### src/rtl/hsmc_pkg.sv
// rtl/hsmc_pkg.sv - shared types and default sizes for the HSMC pattern player
package hsmc_pkg;

  typedef enum logic {IDLE, PLAY} state_t;

  localparam int HSMC_PAIRS    = 17;
  localparam int DEFAULT_WIDTH = HSMC_PAIRS;
  localparam int DEFAULT_DEPTH = 64;
  localparam int DEFAULT_DIV_W = 16;

endpackage

### src/rtl/hsmc_pattern_player_if.sv
// rtl/hsmc_pattern_player_if.sv - fabric-side bus of the HSMC pattern player
// HSMC_DIFF_PAIR_EN adds the complementary pin_out_n/pin_oe_n lanes.
interface hsmc_pattern_player_if
  import hsmc_pkg::*;
#(
  parameter int WIDTH = DEFAULT_WIDTH,
  parameter int DEPTH = DEFAULT_DEPTH,
  parameter int DIV_W = DEFAULT_DIV_W
);
  localparam int ADDR_W = $clog2(DEPTH);

  logic              wr_valid;
  logic              wr_ready;
  logic [WIDTH-1:0]  wr_data;
  logic              clr;
  logic              start;
  logic              stop;
  logic              loop_en;
  logic [DIV_W-1:0]  rate_div;
  logic [WIDTH-1:0]  oe_mask;
  logic [WIDTH-1:0]  pin_out;
  logic [WIDTH-1:0]  pin_oe;
  logic [ADDR_W:0]   count;
  logic              busy;
  logic              done;
  logic              err;
`ifdef HSMC_DIFF_PAIR_EN
  logic [WIDTH-1:0]  pin_out_n;
  logic [WIDTH-1:0]  pin_oe_n;

  modport master (
    output wr_valid, wr_data, clr, start, stop, loop_en, rate_div, oe_mask,
    input  wr_ready, pin_out, pin_oe, count, busy, done, err, pin_out_n, pin_oe_n
  );
  modport slave (
    input  wr_valid, wr_data, clr, start, stop, loop_en, rate_div, oe_mask,
    output wr_ready, pin_out, pin_oe, count, busy, done, err, pin_out_n, pin_oe_n
  );
`else
  modport master (
    output wr_valid, wr_data, clr, start, stop, loop_en, rate_div, oe_mask,
    input  wr_ready, pin_out, pin_oe, count, busy, done, err
  );
  modport slave (
    input  wr_valid, wr_data, clr, start, stop, loop_en, rate_div, oe_mask,
    output wr_ready, pin_out, pin_oe, count, busy, done, err
  );
`endif

endinterface

### src/rtl/hsmc_pattern_ram.sv
// rtl/hsmc_pattern_ram.sv - DEPTH x WIDTH pattern store, sync write, sync read, no reset
module hsmc_pattern_ram #(
  parameter int WIDTH  = 17,
  parameter int DEPTH  = 64,
  parameter int ADDR_W = $clog2(DEPTH)
) (
  input  logic              clk,
  input  logic              wr_en,
  input  logic [ADDR_W-1:0] wr_addr,
  input  logic [WIDTH-1:0]  wr_data,
  input  logic              rd_en,
  input  logic [ADDR_W-1:0] rd_addr,
  output logic [WIDTH-1:0]  rd_data
);

  logic [WIDTH-1:0] mem [DEPTH];

  always_ff @(posedge clk) begin
    if (wr_en) begin
      mem[wr_addr] <= wr_data;
    end
    if (rd_en) begin
      rd_data <= mem[rd_addr];
    end
  end

endmodule

### src/rtl/hsmc_pattern_player.sv
// rtl/hsmc_pattern_player.sv - buffers pattern words and replays them onto HSMC pins
// HSMC_DIFF_PAIR_EN drives pin_out_n/pin_oe_n as the true pair complement.
module hsmc_pattern_player
  import hsmc_pkg::*;
#(
  parameter int               WIDTH    = DEFAULT_WIDTH,
  parameter int               DEPTH    = DEFAULT_DEPTH,
  parameter int               DIV_W    = DEFAULT_DIV_W,
  parameter logic [WIDTH-1:0] IDLE_VAL = '0
) (
  input  logic               OSC_50_B8A,
  input  logic               RESET,
  hsmc_pattern_player_if.slave bus
);

  localparam int              ADDR_W = $clog2(DEPTH);
  localparam logic [ADDR_W:0] FULL   = (ADDR_W+1)'(DEPTH);
  localparam logic [ADDR_W:0] ONE    = (ADDR_W+1)'(1);

  state_t             state;
  logic [ADDR_W:0]    count;
  logic [ADDR_W-1:0]  rd_ptr;
  logic [ADDR_W-1:0]  next_ptr;
  logic [ADDR_W-1:0]  rd_addr;
  logic [DIV_W-1:0]   step;
  logic [DIV_W-1:0]   div_q;
  logic [WIDTH-1:0]   oe_q;
  logic [WIDTH-1:0]   rd_data;
  logic [WIDTH-1:0]   pin_out;
  logic [WIDTH-1:0]   pin_oe;
  logic               wrap_q;
  logic               busy;
  logic               done;
  logic               err;
  logic               wr_ready;
  logic               wr_en;
  logic               rd_en;
  logic               go;
  logic               step_end;
  logic               at_last;

  assign wr_ready = !RESET && (state == IDLE) && !bus.clr && (count < FULL);
  assign wr_en    = bus.wr_valid && wr_ready;
  assign go       = (state == IDLE) && bus.start && !bus.stop && (count != '0);
  assign step_end = (step == div_q);
  assign at_last  = ({1'b0, rd_ptr} == (count - ONE));
  assign next_ptr = at_last ? '0 : rd_ptr + ADDR_W'(1);
  // The RAM read of the next word is issued one cycle before it is loaded onto the pins.
  assign rd_en    = go || ((state == PLAY) && step_end && !bus.stop);
  assign rd_addr  = go ? '0 : next_ptr;

  hsmc_pattern_ram #(
    .WIDTH  (WIDTH),
    .DEPTH  (DEPTH),
    .ADDR_W (ADDR_W)
  ) u_ram (
    .clk     (OSC_50_B8A),
    .wr_en   (wr_en),
    .wr_addr (count[ADDR_W-1:0]),
    .wr_data (bus.wr_data),
    .rd_en   (rd_en),
    .rd_addr (rd_addr),
    .rd_data (rd_data)
  );

  always_ff @(posedge OSC_50_B8A) begin
    if (RESET) begin
      state   <= IDLE;
      count   <= '0;
      rd_ptr  <= '0;
      step    <= '0;
      div_q   <= '0;
      oe_q    <= '0;
      wrap_q  <= 1'b0;
      pin_out <= IDLE_VAL;
      pin_oe  <= '0;
      busy    <= 1'b0;
      done    <= 1'b0;
      err     <= 1'b0;
    end else begin
      done <= 1'b0;
      err  <= 1'b0;
      case (state)
        IDLE: begin
          if (bus.clr) begin
            count <= '0;
          end else if (wr_en) begin
            count <= count + ONE;
          end
          if (go) begin
            state  <= PLAY;
            busy   <= 1'b1;
            div_q  <= bus.rate_div;
            oe_q   <= bus.oe_mask;
            rd_ptr <= '0;
            step   <= '0;
            wrap_q <= 1'b0;
          end else if (bus.start && (count == '0)) begin
            err <= 1'b1;
          end
        end
        PLAY: begin
          if (bus.stop) begin
            state   <= IDLE;
            busy    <= 1'b0;
            pin_out <= IDLE_VAL;
            pin_oe  <= '0;
          end else begin
            step <= step_end ? '0 : step + DIV_W'(1);
            if (step_end) begin
              rd_ptr <= next_ptr;
            end
            // wrap_q marks that the word waiting in the RAM is word 0 after the last word.
            if (step == '0) begin
              if (wrap_q && !bus.loop_en) begin
                state   <= IDLE;
                busy    <= 1'b0;
                done    <= 1'b1;
                pin_out <= IDLE_VAL;
                pin_oe  <= '0;
              end else begin
                pin_out <= rd_data;
                pin_oe  <= oe_q;
                wrap_q  <= step_end && at_last;
              end
            end else if (step_end) begin
              wrap_q <= at_last;
            end
          end
        end
        default: state <= IDLE;
      endcase
    end
  end

  assign bus.wr_ready = wr_ready;
  assign bus.pin_out  = pin_out;
  assign bus.pin_oe   = pin_oe;
  assign bus.count    = count;
  assign bus.busy     = busy;
  assign bus.done     = done;
  assign bus.err      = err;
`ifdef HSMC_DIFF_PAIR_EN
  assign bus.pin_out_n = ~pin_out;
  assign bus.pin_oe_n  = pin_oe;
`endif

endmodule

### src/flat_wrapper.sv
// flat-port wrapper written by rule: the top's interface ports become plain ports
module hsmc_pattern_player_flat import hsmc_pkg::*;
#(
  parameter int               WIDTH    = DEFAULT_WIDTH,
  parameter int               DEPTH    = DEFAULT_DEPTH,
  parameter int               DIV_W    = DEFAULT_DIV_W,
  parameter logic [WIDTH-1:0] IDLE_VAL = '0
)
  (OSC_50_B8A, RESET, bus_wr_valid, bus_wr_data, bus_clr, bus_start, bus_stop, bus_loop_en, bus_rate_div, bus_oe_mask, bus_wr_ready, bus_pin_out, bus_pin_oe, bus_count, bus_busy, bus_done, bus_err);
  hsmc_pattern_player_if #(.WIDTH(WIDTH), .DEPTH(DEPTH), .DIV_W(DIV_W)) bus_i ();
  input  logic OSC_50_B8A;
  input  logic RESET;
  input wire logic [$bits(bus_i.wr_valid)-1:0] bus_wr_valid;
  input wire logic [$bits(bus_i.wr_data)-1:0] bus_wr_data;
  input wire logic [$bits(bus_i.clr)-1:0] bus_clr;
  input wire logic [$bits(bus_i.start)-1:0] bus_start;
  input wire logic [$bits(bus_i.stop)-1:0] bus_stop;
  input wire logic [$bits(bus_i.loop_en)-1:0] bus_loop_en;
  input wire logic [$bits(bus_i.rate_div)-1:0] bus_rate_div;
  input wire logic [$bits(bus_i.oe_mask)-1:0] bus_oe_mask;
  output wire logic [$bits(bus_i.wr_ready)-1:0] bus_wr_ready;
  output wire logic [$bits(bus_i.pin_out)-1:0] bus_pin_out;
  output wire logic [$bits(bus_i.pin_oe)-1:0] bus_pin_oe;
  output wire logic [$bits(bus_i.count)-1:0] bus_count;
  output wire logic [$bits(bus_i.busy)-1:0] bus_busy;
  output wire logic [$bits(bus_i.done)-1:0] bus_done;
  output wire logic [$bits(bus_i.err)-1:0] bus_err;
  assign bus_i.wr_valid = bus_wr_valid;
  assign bus_i.wr_data = bus_wr_data;
  assign bus_i.clr = bus_clr;
  assign bus_i.start = bus_start;
  assign bus_i.stop = bus_stop;
  assign bus_i.loop_en = bus_loop_en;
  assign bus_i.rate_div = bus_rate_div;
  assign bus_i.oe_mask = bus_oe_mask;
  assign bus_wr_ready = bus_i.wr_ready;
  assign bus_pin_out = bus_i.pin_out;
  assign bus_pin_oe = bus_i.pin_oe;
  assign bus_count = bus_i.count;
  assign bus_busy = bus_i.busy;
  assign bus_done = bus_i.done;
  assign bus_err = bus_i.err;
  hsmc_pattern_player #(.WIDTH(WIDTH), .DEPTH(DEPTH), .DIV_W(DIV_W), .IDLE_VAL(IDLE_VAL)) u_core (.OSC_50_B8A(OSC_50_B8A), .RESET(RESET), .bus(bus_i));
endmodule
### config.mk
export PLATFORM = sky130hd
export DESIGN_NAME = hsmc_pattern_player_flat
export DESIGN_NICKNAME = d
export VERILOG_FILES = /design/src/rtl/hsmc_pkg.sv /design/src/rtl/hsmc_pattern_player_if.sv /design/src/rtl/hsmc_pattern_ram.sv /design/src/rtl/hsmc_pattern_player.sv /design/src/flat_wrapper.sv
export SDC_FILE = /design/constraint.sdc
export NUM_CORES = 1
export LEC_CHECK = 0
export CAP_MARGIN = 15
export CORE_MARGIN = 5
export CORE_UTILIZATION = 40
export CTS_CLUSTER_SIZE = 10
export DETAILED_ROUTE_END_ITERATION = 7
export GPL_TIMING_DRIVEN = 0
export SLEW_MARGIN = 20
export SYNTH_ARGS = -nofsm -noshare
export SYNTH_HDL_FRONTEND = slang
export SYNTH_SLANG_ARGS = --single-unit
### constraint.sdc
create_clock -name OSC_50_B8A -period 8.4 [get_ports OSC_50_B8A]
set_clock_uncertainty 0.1 [all_clocks]
set_input_delay 2.1 -clock OSC_50_B8A [delete_from_list [all_inputs] [get_ports OSC_50_B8A]]
set_output_delay 2.1 -clock OSC_50_B8A [all_outputs]
set_load 0.01 [all_outputs]
==> results.toml, run 1 <==
[synthesis]
post_synth_inst_count = 3149
synth_top_area_cell = "sky130_fd_sc_hd__edfxtp_1"
ys_flop_type = "sky130_fd_sc_hd__edfxtp_1"
most_repeated_cell_in_the_gate_level_netlist_after_synthesis = "sky130_fd_sc_hd__edfxtp_1"
post_synthesis_register_bit_count = 1206
synth_fp_nets = 3212
number_of_warning_messages_in_the_yosys_log = 0
async_reset_ff_share_pct = 0
seq_area_frac_synth_pct = 75.3
synthesis.area_um2 = 46800
yosysTopAreaCellShare_pct = 71.0
syn_avg_cell_area_um2 = 14.8
yosys-top-cells-count = "sky130_fd_sc_hd__edfxtp_1 (1,105), sky130_fd_sc_hd__nand2_1 (429), sky130_fd_sc_hd__a21oi_1 (171)"
synth.lib_cells_used.distinct = 71
synth.area.top_cells = "sky130_fd_sc_hd__edfxtp_1 (71%), sky130_fd_sc_hd__dfxtp_1 (4.3%), sky130_fd_sc_hd__nand2_1 (3.4%)"
edff_count_synth = 1105

[drt]
drt-total-wl_mm = 162
detail_route.iter0.violations = 4815
ant_nets = 0
route.detailed.drc = 0
route.detailed.vias_per_inst = 6.21
drtPass1Iterations = 8
routedWlPerCell_um = 32.5
route.vias.total = 31000

[worst_setup_path]
worstSetupEndpointType = "flop"
critical_path.startpoint_type = "input port"
r2r_start = "u_core.bus.count[3]"
critPathBufInv = 3
worstPathRequired_ns = 8.70
largest_fanout_of_any_net_on_the_critical_path = 10
worst_r2r_path_depth = 10
worst-endpoint-arrival_ns = 7.23
highest_cell_delay_on_the_worst_timing_path_ns = 0.90
reg2reg_to = "u_core.u_ram.rd_data[5]"
timing.critical_path.mode_cell = "sky130_fd_sc_hd__nor2_1"
critPathKind = "in2reg"
worst-r2r-setup-slack_ns = 2.10
crit_family = "compound AO/OA/AOI/OAI gates"
crit_path_cell_trace = "clkdlybuf4s50_1, or3b_1, a31oi_4, buf_4, nor2_1, o21ai_1, nor2_1, clkbuf_1, a311oi_1, o21ai_0, o32ai_1"
timing.critical_path.slowest_stage_cell = "sky130_fd_sc_hd__o32ai_1"

[sta]
final_cycle_utilization_of_the_critical_path_pct = 82.5
worst_slew_pin_slew_ns = 1.27
timing.fmax_ghz = 0.144
timing_hold_violations_final = 0
finalSetupViolations = 0
setup_total_negative_slack_ns = 0
unrepaired_setup_endpoints_after_global_routing = "false"
final_period_minus_worst_setup_slack_ns = 6.93
worst_slew_margin_rel_pct = 15.4
report.final.slew_viol_count = 0

[grt]
wire_length_of_the_first_global_routing_pass_mm = 224
first_global_vias = 29500
grt_remaining_overflow = 0
number_of_antenna_violations_at_the_first_check_in_global_routing = 3
grt.total_usage_pct = 25.8
pin_count_of_the_biggest_net_entering_global_routing = 65

[clock_tree]
ctsResizeCount = 0
cts.sinks = 1206
clk_pin_slew_worst_paths_ns = 0.05
worst_skew_pair.late_latency_ns = 0.74
cts-buffers-inserted = 141
root_buffer = "sky130_fd_sc_hd__clkbuf_16"
cts-hold-fix-buffers = 0
cts_tree = "done"
cts_setup_buffers = 0
cts_buffer_depth = 3
h_tree_depth_reported_by_cts = 4

[floorplanning]
io_pins = 102
core_area_um2 = 116000
dieWidth_um = 352
design.die.area_um2 = 124000
placementRows = 125
floorplan.die.height_um = 352
initial_standard_cell_utilization_of_the_core_pct = 40.2

[worst_hold_path]
worstHoldEndpoint = "u_core.bus.pin_out[8]"
worstHoldPathType = "reg2reg"
holdPathStages = 2
min_from = "u_core.bus.pin_out[8]"

[finish]
antennaDiodeCount = 0
fin_nets = 3494
syn_to_final_growth_pct = 16.9
layout.filler_cells = 10000
fraction_of_layout_instances_using_a_drive_strength_above_1_pct = 11.9

[power]
power_per_cell_area_nw_per_um2 = 227
max-vdd-ir-drop_v = 0.000165
post-layout-total-power_uw = 12400
p_leak_uw = 0.0167

[outcome]
run_status = "finished clean"

[flow_run]
cap_violations = 0

[place]
gp_congestion = 1.03
place_hpwl_mm = 109
port-buffer-count = 99
## cells by family (layout without fill, tap and decap cells)
kind of cell / Yosys count / in the layout / share of synthesized area (%)
simple gates: 799 / 799 / 7.43
buf+inv: 228 / 550 / 2.13
compound gates: 734 / 734 / 11.3
xor+xnor: 48 / 48 / 0.899
flops: 1206 / 1206 / 75.3
mux: 128 / 128 / 2.80
fa+ha+maj: 6 / 6 / 0.161
## per-stage QoR
stage	hold WS [ns]	util (%)	worst slack, ns	cells	area, um^2
global placement	0.340	42.7	1.02	4772	49700
finish	0.350	47.0	1.47	4995	54600
floorplan	0.337	-	3.48	3149	46800
global route	0.363	47.0	1.59	4995	54600
CTS	0.350	47.0	1.81	4994	54600
detailed placement	0.343	43.7	1.06	4811	50700
## report_power, final
part	internal (uW)	switching [uW]	leakage [uW]
clock network	3120	2290	0.00189
registers	6560	5.92	0.0107
logic	101	303	0.00405
## area by class of cell
cell class	count	area, um^2	area share, %
sequential	1206	35200	64.4
multi-input combinational	1715	11000	20.0
clock buffer	173	3780	6.91
tap	1524	1910	3.49
timing repair buffer	139	1690	3.10
buffer	218	965	1.77
clock inverter	10	101	0.185
inverter	10	37.5	0.0687
## worst max path at each step
stage / startpoint / endpoint / depth (start not counted)
finish: bus_start / u_core.u_ram.rd_data[9] / 11
global placement: bus_start / u_core.u_ram.rd_data[9] / 11
CTS: bus_start / u_core.u_ram.rd_data[5] / 11
detailed placement: bus_start / u_core.u_ram.rd_data[5] / 11
floorplan: RESET / bus_wr_ready / 2
global route: bus_start / u_core.u_ram.rd_data[9] / 11
## placed cells by master, fill, tap and decap left out, types with 30 or more instances in the layout
| master | netlist | layout |
|---|---|---|
| sky130_fd_sc_hd__o21ai_0 | 87 | 87 |
| sky130_fd_sc_hd__clkbuf_16 | 0 | 147 |
| sky130_fd_sc_hd__clkbuf_1 | 118 | 139 |
| sky130_fd_sc_hd__nor2_4 | 0 | 47 |
| sky130_fd_sc_hd__a22oi_1 | 78 | 78 |
| sky130_fd_sc_hd__nand4_1 | 31 | 31 |
| sky130_fd_sc_hd__mux2i_1 | 106 | 106 |
| sky130_fd_sc_hd__xnor2_1 | 31 | 31 |
| sky130_fd_sc_hd__a221oi_1 | 110 | 110 |
| sky130_fd_sc_hd__clkdlybuf4s50_1 | 0 | 82 |
| sky130_fd_sc_hd__buf_2 | 70 | 71 |
| sky130_fd_sc_hd__dfxtp_1 | 101 | 101 |
| sky130_fd_sc_hd__edfxtp_1 | 1105 | 1105 |
| sky130_fd_sc_hd__a21oi_1 | 171 | 171 |
| sky130_fd_sc_hd__nand3_1 | 108 | 108 |
| sky130_fd_sc_hd__a31oi_1 | 30 | 30 |
| sky130_fd_sc_hd__nand2_1 | 429 | 429 |
| sky130_fd_sc_hd__o211ai_1 | 34 | 34 |
| sky130_fd_sc_hd__o221ai_1 | 49 | 49 |
| sky130_fd_sc_hd__nor2_1 | 133 | 68 |
| sky130_fd_sc_hd__a32oi_1 | 33 | 33 |
## state kept, by name (all words and copies together) (netlist names)
| signal | cells |
|---|---|
| u_core.u_ram.mem | 1088 |
| u_core.rd_ptr | 6 |
| u_core.bus.pin_out | 17 |
| u_core.div_q | 16 |
| u_core.step | 16 |
| u_core.bus.err | 1 |
| u_core.bus.pin_oe | 17 |
| u_core.u_ram.rd_data | 17 |
| u_core.bus.count | 7 |
| u_core.wrap_q | 1 |
| u_core.bus.done | 1 |
| u_core.state | 1 |
| u_core.oe_q | 17 |
| u_core.bus.busy | 1 |
## layer usage
metal	track usage [%]	up-vias	part of all wire, %
met3	8.82	409	14
met1	34.0	15600	38
met5	0	-	0.0080
met4	13.7	2	6.1
met2	37.7	2138	43
li1	-	12900	-
## worst register-to-register path: cells and delay by family, from the launching register on
family                 cells  cell delay [ns]
AOI/OAI and AO/OA          5             2.74
and+or+nand+nor            3             1.58
DFF                        1             0.38
buffers and inverters      2             1.09
No activity file was read; power rests on OpenSTA's default activity.
==> run 2, diff against run 1 <==
Clock period 8.4 ns to 5.9 ns, I/O delays scaled along.
==> results.toml, run 2 (synthesized netlist as in run 1, its figures left out) <==
[worst_setup_path]
crit_path_end = "u_core.u_ram.rd_data[4]"
worst_r2r_path_depth = 11
largest_fanout_of_any_net_on_the_critical_path = 10
worst-endpoint-arrival_ns = 6.30
setup.worst_path.start = "bus_start"
critical_path.startpoint_type = "input port"
worstPathRequired_ns = 6.23
worst-r2r-setup-slack_ns = 0.03
worstSetupEndpointType = "flop"
r2r_start = "u_core.bus.count[3]"
reg2reg_to = "u_core.u_ram.rd_data[14]"
critPathKind = "in2reg"

[grt]
groute.layer.met1.usage_pct = 34.0
grt-busiest-layer = "met2"
global_route.usage.met3_pct = 8.64
grt_remaining_overflow = 0
wire_length_of_the_first_global_routing_pass_mm = 224
number_of_antenna_violations_at_the_first_check_in_global_routing = 3
pin_count_of_the_biggest_net_entering_global_routing = 65
grt.total_usage_pct = 25.8
grt_util_met2_pct = 37.7
first_global_vias = 29500

[finish]
fraction_of_layout_instances_using_a_drive_strength_above_1_pct = 12.3
fin_nets = 3494
largest_register_ff_count = 1088
layout_common_cells = "sky130_fd_sc_hd__edfxtp_1 (1,105), sky130_fd_sc_hd__nand2_1 (429), sky130_fd_sc_hd__a21oi_1 (171)"
register_name_with_the_most_flops = "u_core.u_ram.mem"
post_layout_nonfiller_instances = 4997
commonest_non_fill_non_tap_cell_in_the_layout = "sky130_fd_sc_hd__edfxtp_1"
syn_to_final_growth_pct = 17.0

[drt]
drt-total-wl_mm = 162
routedWlPerCell_um = 32.4
drtPass1Iterations = 8
route.detailed.drc = 2
ant_nets = 0
route.vias.total = 30900
route.detailed.vias_per_inst = 6.19
detail_route.iter0.violations = 4595

[floorplanning]
io_pins = 102
design.die.area_um2 = 124000
placementRows = 125
floorplan.die.height_um = 352
core_area_um2 = 116000
dieWidth_um = 352
initial_standard_cell_utilization_of_the_core_pct = 40.2

[power]
power_per_cell_area_nw_per_um2 = 322
post-layout-total-power_uw = 17600
p_leak_uw = 0.0167
max-vdd-ir-drop_v = 0.000235

[clock_tree]
cts-hold-fix-buffers = 0
cts_setup_buffers = 0
worst_skew_pair.late_latency_ns = 0.73
cts_tree = "done"
clk_pin_slew_worst_paths_ns = 0.05
cts-buffers-inserted = 141
cts.sinks = 1206
root_buffer = "sky130_fd_sc_hd__clkbuf_16"
cts_buffer_depth = 3
h_tree_depth_reported_by_cts = 4

[sta]
worst_slew_pin_slew_ns = 1.31
final_period_minus_worst_setup_slack_ns = 5.97
setup_total_negative_slack_ns = -0.180
unrepaired_setup_endpoints_after_global_routing = "false"
finalHoldWorstSlack_ns = 0.350
finalSetupViolations = 3
worst_slew_margin_rel_pct = 12.7
setup_ws_post_layout_ns = -0.0653
report.final.slew_viol_count = 0
final_cycle_utilization_of_the_critical_path_pct = 101
timing_hold_violations_final = 0
timing.fmax_ghz = 0.168

[place]
gp_congestion = 1.03
detailedPlace.worstSlack_ns = -0.813
place_hpwl_mm = 109
port-buffer-count = 99
placed_cells = 4811

[flow_run]
cap_violations = 0

[outcome]
violations_in_the_final_reports = "design-rule violations, negative setup slack"
run_status = "complete, but fails checks"

[worst_hold_path]
worstHoldPathType = "reg2reg"
==> run 2: changes by cell type in the layout (fill, tap and decap cells not counted), sizes merged <==
| cell | previous run | this run |
|---|---|---|
| diode | 0 | 2 |
==> run 2: report_power, final <==
group	internal (uW)	total, uW	switching (uW)
sequential	9340	9350	8.39
clock	4440	7700	3250
combinational	145	577	433
==> run 2: metrics by stage <==
stage	instance area, um^2	utilization (%)
finish	54700	47.1
global route	54700	47.1
CTS	54700	47.0
floorplan	46800	-
detailed placement	50700	43.7
global placement	49700	42.7
==> run 2: final cells by class <==
type,instances,area (um^2)
Antenna cell,2,5.00
Buffer,218,968
Clock buffer,173,3780
Clock inverter,10,101
Fill cell,10000,61500
Inverter,10,37.5
Multi-Input combinational cell,1715,11000
Sequential cell,1206,35200
Tap cell,1524,1910
Timing Repair Buffer,139,1690
==> run 2: per-layer routing <==
| layer | part of all wire (%) | wire length, um |
|---|---|---|
| met1 | 38 | 61600 |
| met2 | 43 | 69100 |
| met3 | 13 | 21200 |
| met4 | 6.3 | 10200 |
| met5 | 0.0080 | 13 |
==> run 2: worst min-delay path by stage <==
stage	endpoint	start	slack (ns)	depth (start not counted)
floorplan	u_core.oe_q[0]	u_core.oe_q[0]	0.34	2
global placement	u_core.bus.pin_out[6]	u_core.bus.pin_out[6]	0.34	2
detailed placement	u_core.bus.pin_oe[16]	u_core.bus.pin_oe[16]	0.34	2
CTS	u_core.bus.pin_oe[16]	u_core.bus.pin_oe[16]	0.35	2
global route	u_core.bus.pin_oe[1]	u_core.bus.pin_oe[1]	0.36	2
finish	u_core.bus.pin_out[8]	u_core.bus.pin_out[8]	0.35	2
==> run 2: timing repair <==
item                                    CTS  global route
endpoints found under the setup margin    3             6
resized for setup                         5             9
pin swaps                                 0             0
==> run 2: worst max-delay path, cell delays in order <==
cell                              delay [ns]
sky130_fd_sc_hd__clkdlybuf4s50_1        0.47
sky130_fd_sc_hd__or3b_1                 0.43
sky130_fd_sc_hd__a31oi_4                0.53
sky130_fd_sc_hd__buf_4                  0.34
sky130_fd_sc_hd__nor2_1                 0.09
sky130_fd_sc_hd__o21ai_1                0.57
sky130_fd_sc_hd__nor2_2                 0.27
sky130_fd_sc_hd__buf_2                  0.31
sky130_fd_sc_hd__buf_1                  0.44
sky130_fd_sc_hd__nand3_1                0.20
sky130_fd_sc_hd__nand4_1                0.33
sky130_fd_sc_hd__and2_0                 0.40
sky130_fd_sc_hd__o32ai_1                0.41
